<file path="config.mk">
export PLATFORM = sky130hd
export DESIGN_NAME = rip_alu_arbiter
export DESIGN_NICKNAME = d
export VERILOG_FILES = /design/src/rtl/rip_alu_arbiter.sv
export SDC_FILE = /design/constraint.sdc
export NUM_CORES = 1
export LEC_CHECK = 0
export BUFFER_PORTS_ARGS = -buffer_cell sky130_fd_sc_hd__buf_4
export CORE_AREA = 5 5 189 191
export CTS_CLUSTER_SIZE = 30
export DETAILED_ROUTE_END_ITERATION = 16
export DIE_AREA = 0 0 194 196
export GPL_TIMING_DRIVEN = 0
export PLACE_DENSITY = 0.55
export SLEW_MARGIN = 20
export SYNTH_ARGS = -nofsm -noshare
export SYNTH_HDL_FRONTEND = slang
export SYNTH_SLANG_ARGS = --single-unit
</file>
<file path="constraint.sdc">
create_clock -name clk -period 3.11 [get_ports clk]
set_clock_uncertainty 0.15 [all_clocks]
set_input_delay 0.311 -clock clk [delete_from_list [all_inputs] [get_ports clk]]
set_output_delay 0.311 -clock clk [all_outputs]
set_load 0.005 [all_outputs]
</file>
<file path="src/rtl/rip_alu_arbiter.sv">
// Two-requester arbiter in front of the shared registered-output ALU, with per-requester
// 2-entry response FIFOs and credit-limited issue. Define RIP_ALU_ARB_RR_EN for round-robin contention.
module rip_alu_arbiter #(
    parameter int PAYLOAD_W = 128
) (
    input  logic                 clk,
    input  logic                 rst_n,
    input  logic [1:0]           req_valid,
    output logic [1:0]           req_ready,
    input  logic [PAYLOAD_W-1:0] req_payload0,
    input  logic [PAYLOAD_W-1:0] req_payload1,
    input  logic [1:0]           flush,
    output logic                 alu_issue,
    output logic [PAYLOAD_W-1:0] alu_payload,
    input  logic [31:0]          alu_rslt,
    output logic [1:0]           rsp_valid,
    input  logic [1:0]           rsp_ready,
    output logic [31:0]          rsp_data0,
    output logic [31:0]          rsp_data1
);

    logic [1:0]       grant;
    logic [1:0]       eligible;
    logic [1:0]       infl;
    logic [1:0]       pop;
    logic             infl_vld;
    logic             infl_owner;
    logic [1:0][31:0] head;

    assign infl[0] = infl_vld & ~infl_owner;
    assign infl[1] = infl_vld & infl_owner;
    assign pop     = rsp_valid & rsp_ready;

`ifdef RIP_ALU_ARB_RR_EN
    // rr_ptr names the requester preferred on the next contention
    logic rr_ptr;

    always_ff @(posedge clk or negedge rst_n) begin
        if (!rst_n) begin
            rr_ptr <= 1'b0;
        end else if (|grant) begin
            rr_ptr <= grant[0];
        end
    end
`endif

    // Grant is gated by rst_n so req_ready reads 0 for the whole reset window
    always_comb begin
        grant = 2'b00;
        if (rst_n) begin
            case (eligible)
                2'b01:   grant = 2'b01;
                2'b10:   grant = 2'b10;
                2'b11: begin
`ifdef RIP_ALU_ARB_RR_EN
                    grant = rr_ptr ? 2'b10 : 2'b01;
`else
                    grant = 2'b01;
`endif
                end
                default: grant = 2'b00;
            endcase
        end
    end

    assign req_ready = grant;
    assign alu_issue = |grant;

    always_comb begin
        alu_payload = '0;
        if (grant[0]) begin
            alu_payload = req_payload0;
        end else if (grant[1]) begin
            alu_payload = req_payload1;
        end
    end

    always_ff @(posedge clk or negedge rst_n) begin
        if (!rst_n) begin
            infl_vld   <= 1'b0;
            infl_owner <= 1'b0;
        end else begin
            infl_vld   <= |grant;
            infl_owner <= grant[1];
        end
    end

    for (genvar i = 0; i < 2; i++) begin : g_fifo
        logic [31:0] mem [2];
        logic        wr_ptr;
        logic        rd_ptr;
        logic [1:0]  occ;
        logic        push_i;
        logic        pop_i;

        // Flush drops both the captured result and anything still in the FIFO
        assign push_i = infl[i] & ~flush[i];
        assign pop_i  = pop[i] & ~flush[i];

        always_ff @(posedge clk or negedge rst_n) begin
            if (!rst_n) begin
                wr_ptr <= 1'b0;
                rd_ptr <= 1'b0;
                occ    <= 2'd0;
            end else if (flush[i]) begin
                wr_ptr <= 1'b0;
                rd_ptr <= 1'b0;
                occ    <= 2'd0;
            end else begin
                if (push_i) begin
                    wr_ptr <= ~wr_ptr;
                end
                if (pop_i) begin
                    rd_ptr <= ~rd_ptr;
                end
                occ <= occ + {1'b0, push_i} - {1'b0, pop_i};
            end
        end

        always_ff @(posedge clk) begin
            if (push_i) begin
                mem[wr_ptr] <= alu_rslt;
            end
        end

        assign rsp_valid[i] = (occ != 2'd0);
        assign head[i]      = rsp_valid[i] ? mem[rd_ptr] : 32'd0;

        // Credit: results already queued or in flight, less this cycle's pop, must leave room
        assign eligible[i] = req_valid[i] & ~flush[i] &
                             (({1'b0, occ} + {2'b0, infl[i]}) < (3'd2 + {2'b0, pop[i]}));
    end

    assign rsp_data0 = head[0];
    assign rsp_data1 = head[1];

endmodule

</file>
==> impl_results.md, run 1 <==
* Status: completed
* Flop and latch count out of synthesis at roughly 140
* Total power at roughly 5.3 mW
* Pins Over Slew Limit at 0
* Vias in the first global route at 7126
* Post-synth EDFFs at 128
* Initial Util at 0.199
* Asr flop ratio synth at 0.0725
* Synth Net Count at 792
* Required @ worst endpoint at about 2.7 ns
* Avg WL per Cell at 28.2 um
* Crit start category: register
* H-tree levels at 4
* Drt first pass iters at 6
* Most used DFF post-synth: edfxtp_1
* Io pins at approximately 490
* Synth-to-layout area growth at 94.3%
* FILL cells at 3366
* Root Driver: clkbuf_16
* Pleak at ~5.7 nW
* Detailed-route DRC error count at 0
* Element type at the critical path end: output port
* Final instance count without filler cells at 1529
* Chip Height at 196 um
* Ratio of cells with drive above 1 in the final layout at 0.587
* Max_slew headroom at 0.571
* Grt peak-use layer: met2
* Post-DP HPWL at 36000 um
* Cell variety after synth at 23
* PortBufs at approximately 500
* Total GRT Usage at 0.218
* RePlAce Congestion at 0.973
* Initial DRC count at 305
* Worst Hold Class: in -> async
* Unrepaired setup endpoints after global routing: true
* Core area at 33900 um2
* Internal portion of total power at 4.01 mW
* Clk pwr share at 0.385
* Inst Count DP at roughly 1.4k
* Syn_area_per_cell at around 14 um2
* Peak Freq at 322 MHz
* Hold WS at 0.184 ns
* Final worst path period share at 0.998
* Final Cell Area at 13100 um2
* Antenna viol nets, final at 0
* Grt total ovfl at 0
* Final hold vios at 0
* Clock slew at reported path FFs at 0.06 ns
* Switch Pwr at 1.30 mW
* Finished Core Util at 0.386
* Worst VDD drop at 0.301 mV
* Final-stage net count at 1361
* Post-place setup slack at -0.190 ns
* Placed Area at approximately 11000 um2
* CTS tree: done
* Critical path arrival at 2.64 ns
* Number of synthesis warnings at 0
* Clock sinks at 138
* Reg2reg path depth at 9
* Via density at 4.34
* Flop pwr share at 0.391
* TritonCTS Buffers at 17
* Largest net degree at the start of global routing at 20
* Most common cell after layout, fill and taps aside: buf_4
* Most frequent cells in the layout: buf_4 (463), edfxtp_1 (128), a22o_1 (97)
* Post-layout min period at 3.10 ns
* Area of the multi-input gates at 2740 um2
* Logic gate share of total power at 0.224
* Die Wd at 194 um
* Kind of critical path: reg -> out
* Initial antenna violation count at 7
* Max-cap violation count at 0
* Worst slew pin tran at 0.642 ns
* Power Dens Cells at about 400 nW/um2
* Vias post-DR at 6633
* First-pass GRT wire length at 58100 um
* Die area at 38000 um2
* Final setup fails at 0
* CTS Buffer Depth at 2
* Total Wirelength at 43200 um
* Clock insertion delay at the later pin of the skew report at 0.41 ns
* Source of the critical timing path: infl_owner
* Seq/Total Area, Yosys at 0.607
* GRT met3 Usage at 0.0701
* Met2 Use GR at 0.368
* Switching Fraction at 0.245
* Reg2Reg Launch Point: infl_owner
* Netlist Area Pre-Place at 6740 um2
* Core Rows at 68
* Syn Inst Count at 488
* Crit-path max FO at 5
* Final WS setup at 0.00588 ns
* Post-route setup TNS at 0 ns
* FF+latch area at 4090 um2
* Met1 usage in global routing at 0.274
-- Yosys cell counts (all sizes together), types with 3 or more instances --
cell type  instances  area (um2)
dfrtp             10         250
mux2i             64         641
ha                 8         100
o21ai              3        15.0
nor2b              3        18.8
inv                7        26.3
buf               32         257
xnor2              4        35.0
nor2              78         293
edfxtp           128        3840
a22o             128        1120
xor2               4        35.0
clkbuf            10        37.5
-- logic make-up (layout without fill, tap and decap cells) --
family	Yosys count	count (layout)	synth area share
flip-flops	138	138	0.607
AO/OA/AOI/OAI	133	133	0.171
AND/OR/NAND/NOR	88	88	0.0542
multiplexers	64	64	0.0950
buffers and inverters	49	631	0.0475
adder cells (fa/ha/maj)	8	8	0.0148
XOR/XNOR	8	8	0.0104
other	0	4	0
-- area by class of cell --
class | count | area share
timing repair buffer | 552 | 0.356
sequential | 138 | 0.312
multi-input combinational | 301 | 0.209
tap | 455 | 0.0434
clock buffer | 18 | 0.0327
buffer | 40 | 0.0308
clock inverter | 14 | 0.0130
inverter | 7 | 0.00200
antenna | 4 | 0.000764
-- final timing paths --
kind                                          to  slack (ns)
worst max-delay path             alu_payload[79]       0.006
worst min register to register  g_fifo[0].wr_ptr        0.50
worst min-delay path            g_fifo[0].occ[0]        0.18
min in group clk                g_fifo[0].rd_ptr        0.19
max in group asynchronous       g_fifo[1].occ[1]        2.46
worst max register to register          infl_vld        0.80
-- power by group through the flow --
stage	clock [mW]	combinational (mW)	sequential, mW
final	2.04	1.19	2.07
after global routing	2.16	1.27	2.08
after global placement	0	1.02	2.11
after detailed placement	0	1.04	2.11
after CTS	2.08	1.18	2.07
after floorplan	0	0.309	2.11
-- worst max-delay path, stage by stage (launching register included) --
cell	delay (ns)
dfrtp_1	0.41
nor2b_4	0.15
ha_4	0.15
ha_4	0.19
o21a_4	0.13
o311a_4	0.34
buf_12	0.15
buf_12	0.14
buf_12	0.14
a22o_4	0.27
buf_6	0.14
-- state kept, by name, indices dropped and copies added (netlist names) --
signal	count
g_fifo.mem	128
g_fifo.occ	4
g_fifo.rd_ptr	2
g_fifo.wr_ptr	2
infl_owner	1
infl_vld	1
-- what timing repair did --
item                                    CTS  global route
pin swaps                                19            38
hold endpoints to repair                146             0
hold buffers                             35             0
gates cloned                              3             3
buffers inserted                         13             0
resized for setup                       106            33
endpoints found under the setup margin  124           113
-- per-layer routing --
layer / up-vias / part of all wire
met5: - / 0.0011
met4: 6 / 0.017
met3: 40 / 0.078
met2: 285 / 0.49
met1: 3248 / 0.41
li1: 3054 / -
No activity file was read; power rests on OpenSTA's default activity.
==> run 2, diff against run 1 <==
- PLACE_DENSITY: 0.55 -> default
==> impl_results.md, run 2 (same netlist as run 1, synthesis figures left out) <==
* Status: completed
* Area of the multi-input gates at 2780 um2
* RePlAce Congestion at 1.05
* CTS tree: done
* Pins Over Slew Limit at 0
* Post-DP HPWL at roughly 35000 um
* Crit-path max cell delay at 0.44 ns
* Most common cell after layout, fill and taps aside: buf_4
* Crit-path max FO at 10
* FF+latch area at 4090 um2
* Io pins at 493
* Die Wd at 194 um
* Slowest CP cell: o311a_4
* Vias in the first global route at 6931
* Worst slew pin tran at 0.661 ns
* Reg2Reg Launch Point: infl_owner
* Flop-to-flop setup slack at 0.84 ns
* Crit start category: register
* Final-stage net count at 1358
* Core area at about 34000 um2
* Core Rows at 68
* Total Wirelength at 41700 um
* Final worst path period share at 0.985
* Peak Freq at 326 MHz
* Max reg flops at 128
* Avg WL per Cell at 27.3 um
* FILL cells at 3281
* Final WS setup at 0.0455 ns
* Max_slew headroom at 0.559
* H-tree levels at 4
* Initial Util at 0.199
* Synth-to-layout area growth at 92.4%
* Power Dens Cells at 392 nW/um2
* Final setup fails at 0
* Vias post-DR at 6625
* Detailed-route DRC error count at 0
* Clock sinks at 138
* Initial antenna violation count at 9
* Largest registers: g_fifo.mem x128, g_fifo.occ x4
* Clock slew at reported path FFs at 0.06 ns
* Crit path top cell by count: ha_4
* Pleak at about 5.7 nW
* First-pass GRT wire length at ~55000 um
* Clock insertion delay at the later pin of the skew report at 0.40 ns
* Worst VDD drop at roughly 0.38 mV
* Chip Height at around 200 um
* Critical path arrival at 2.60 ns
* Via density at 4.34
* Total GRT Usage at 0.207
* Largest net degree at the start of global routing at 18
* CTS Buffer Depth at 2
* Register with the most flip-flops: g_fifo.mem
* Reg2reg end: infl_vld
* Worst Hold Class: in -> async
* Antenna viol nets, final at 0
* Element type at the critical path end: output port
* Unrepaired setup endpoints after global routing: true
* Initial DRC count at 372
* Required @ worst endpoint at 2.65 ns
* Ratio of cells with drive above 1 in the final layout at 0.590
* Drt first pass iters at 4
* Post-layout min period at 3.06 ns
* Kind of critical path: reg -> out
* Max-cap violation count at 0
* Root Driver: clkbuf_16
* Post-place setup slack at -0.153 ns
* Hold WS at 0.182 ns
* CP Cell Sequence: nor2b_4 -> ha_4 -> ha_4 -> o21a_4 -> o311a_4 -> buf_12 -> buf_8 -> a22o_4 -> buf_4
* TritonCTS Buffers at 17
* Reg2reg path depth at 7
* Most frequent cells in the layout: buf_4 (472), edfxtp_1 (128), a22o_1 (92)
* Grt total ovfl at 0
* Die area at 38000 um2
* Final hold vios at 0
* PortBufs at 492
[run 2: cell types whose count changed in the layout (fill, tap and decap cells not counted), moves of 3 or more]
cell        change
a22o_4          +5
buf_4           +9
buf_16          -3
buf_6           -3
clkinvlp_4      +3
diode_2         +3
buf_8           -5
a22o_1          -5
[run 2: timing repair]
action                                 4_1_cts  5_1_grt
endpoints found under the hold margin      146        0
gates resized for setup                     89       40
setup endpoints to repair                  130      103
hold buffers                                35        0
pin swaps                                    8       25
buffers inserted                             6        0
gates cloned                                 3        5
[run 2: worst max-delay path, delay by kind of cell (launching register included)]
kind            cells  cell delay [ns]
flops               1             0.41
compound gates      3             0.83
simple gates        1             0.15
buf+inv             3             0.48
fa+ha+maj           2             0.33
[run 2: power breakdown]
group	total (mW)	leakage [nW]	switching (mW)	internal [mW]
Sequential	2.07	1.29	0.0134	2.06
Combinational	1.16	4.14	0.490	0.666
Clock	1.86	0.261	0.760	1.10
[run 2: metal layers]
layer  vias to the layer above  GRT usage  wire (um)
met2                       292      0.351      20500
met1                      3228      0.250      17100
met4                         8     0.0557        927
met3                        41     0.0737       3140
li1                       3056          -          -
met5                         -          0         55
[run 2: stage by stage]
| stage | TNS, ns | cells | area [um2] | total power, mW | util |
|---|---|---|---|---|---|
| 6_report | 0 | 1528 | 13000 | 5.09 | 0.382 |
| 2_1_floorplan | 0 | 488 | 6740 | 2.42 | - |
| 3_5_place_dp | -1.15 | 1441 | 11200 | 3.13 | 0.330 |
| 3_3_place_gp | -120.34 | 1435 | 11000 | 3.11 | 0.324 |
| 4_1_cts | 0 | 1516 | 12600 | 5.09 | 0.372 |
| 5_1_grt | -2.30 | 1526 | 13000 | 5.28 | 0.382 |
[run 2: layout make-up]
| type | count | area share |
|---|---|---|
| buffer | 42 | 0.0317 |
| antenna | 7 | 0.00135 |
| clock inverter | 14 | 0.00965 |
| inverter | 7 | 0.00203 |
| sequential | 138 | 0.316 |
| tap | 455 | 0.0439 |
| multi-input combinational | 301 | 0.214 |
| timing repair buffer | 547 | 0.349 |
| clock buffer | 17 | 0.0328 |
[run 2: worst max-delay path by stage]
stage / from / to / depth (start not counted)
2_1_floorplan: infl_owner / g_fifo[1].mem[0][0] / 3
3_3_place_gp: infl_owner / g_fifo[0].mem[0][29] / 3
3_5_place_dp: infl_owner / alu_payload[8] / 9
4_1_cts: infl_owner / alu_payload[8] / 9
5_1_grt: infl_owner / alu_payload[48] / 10
6_report: infl_owner / alu_payload[33] / 9
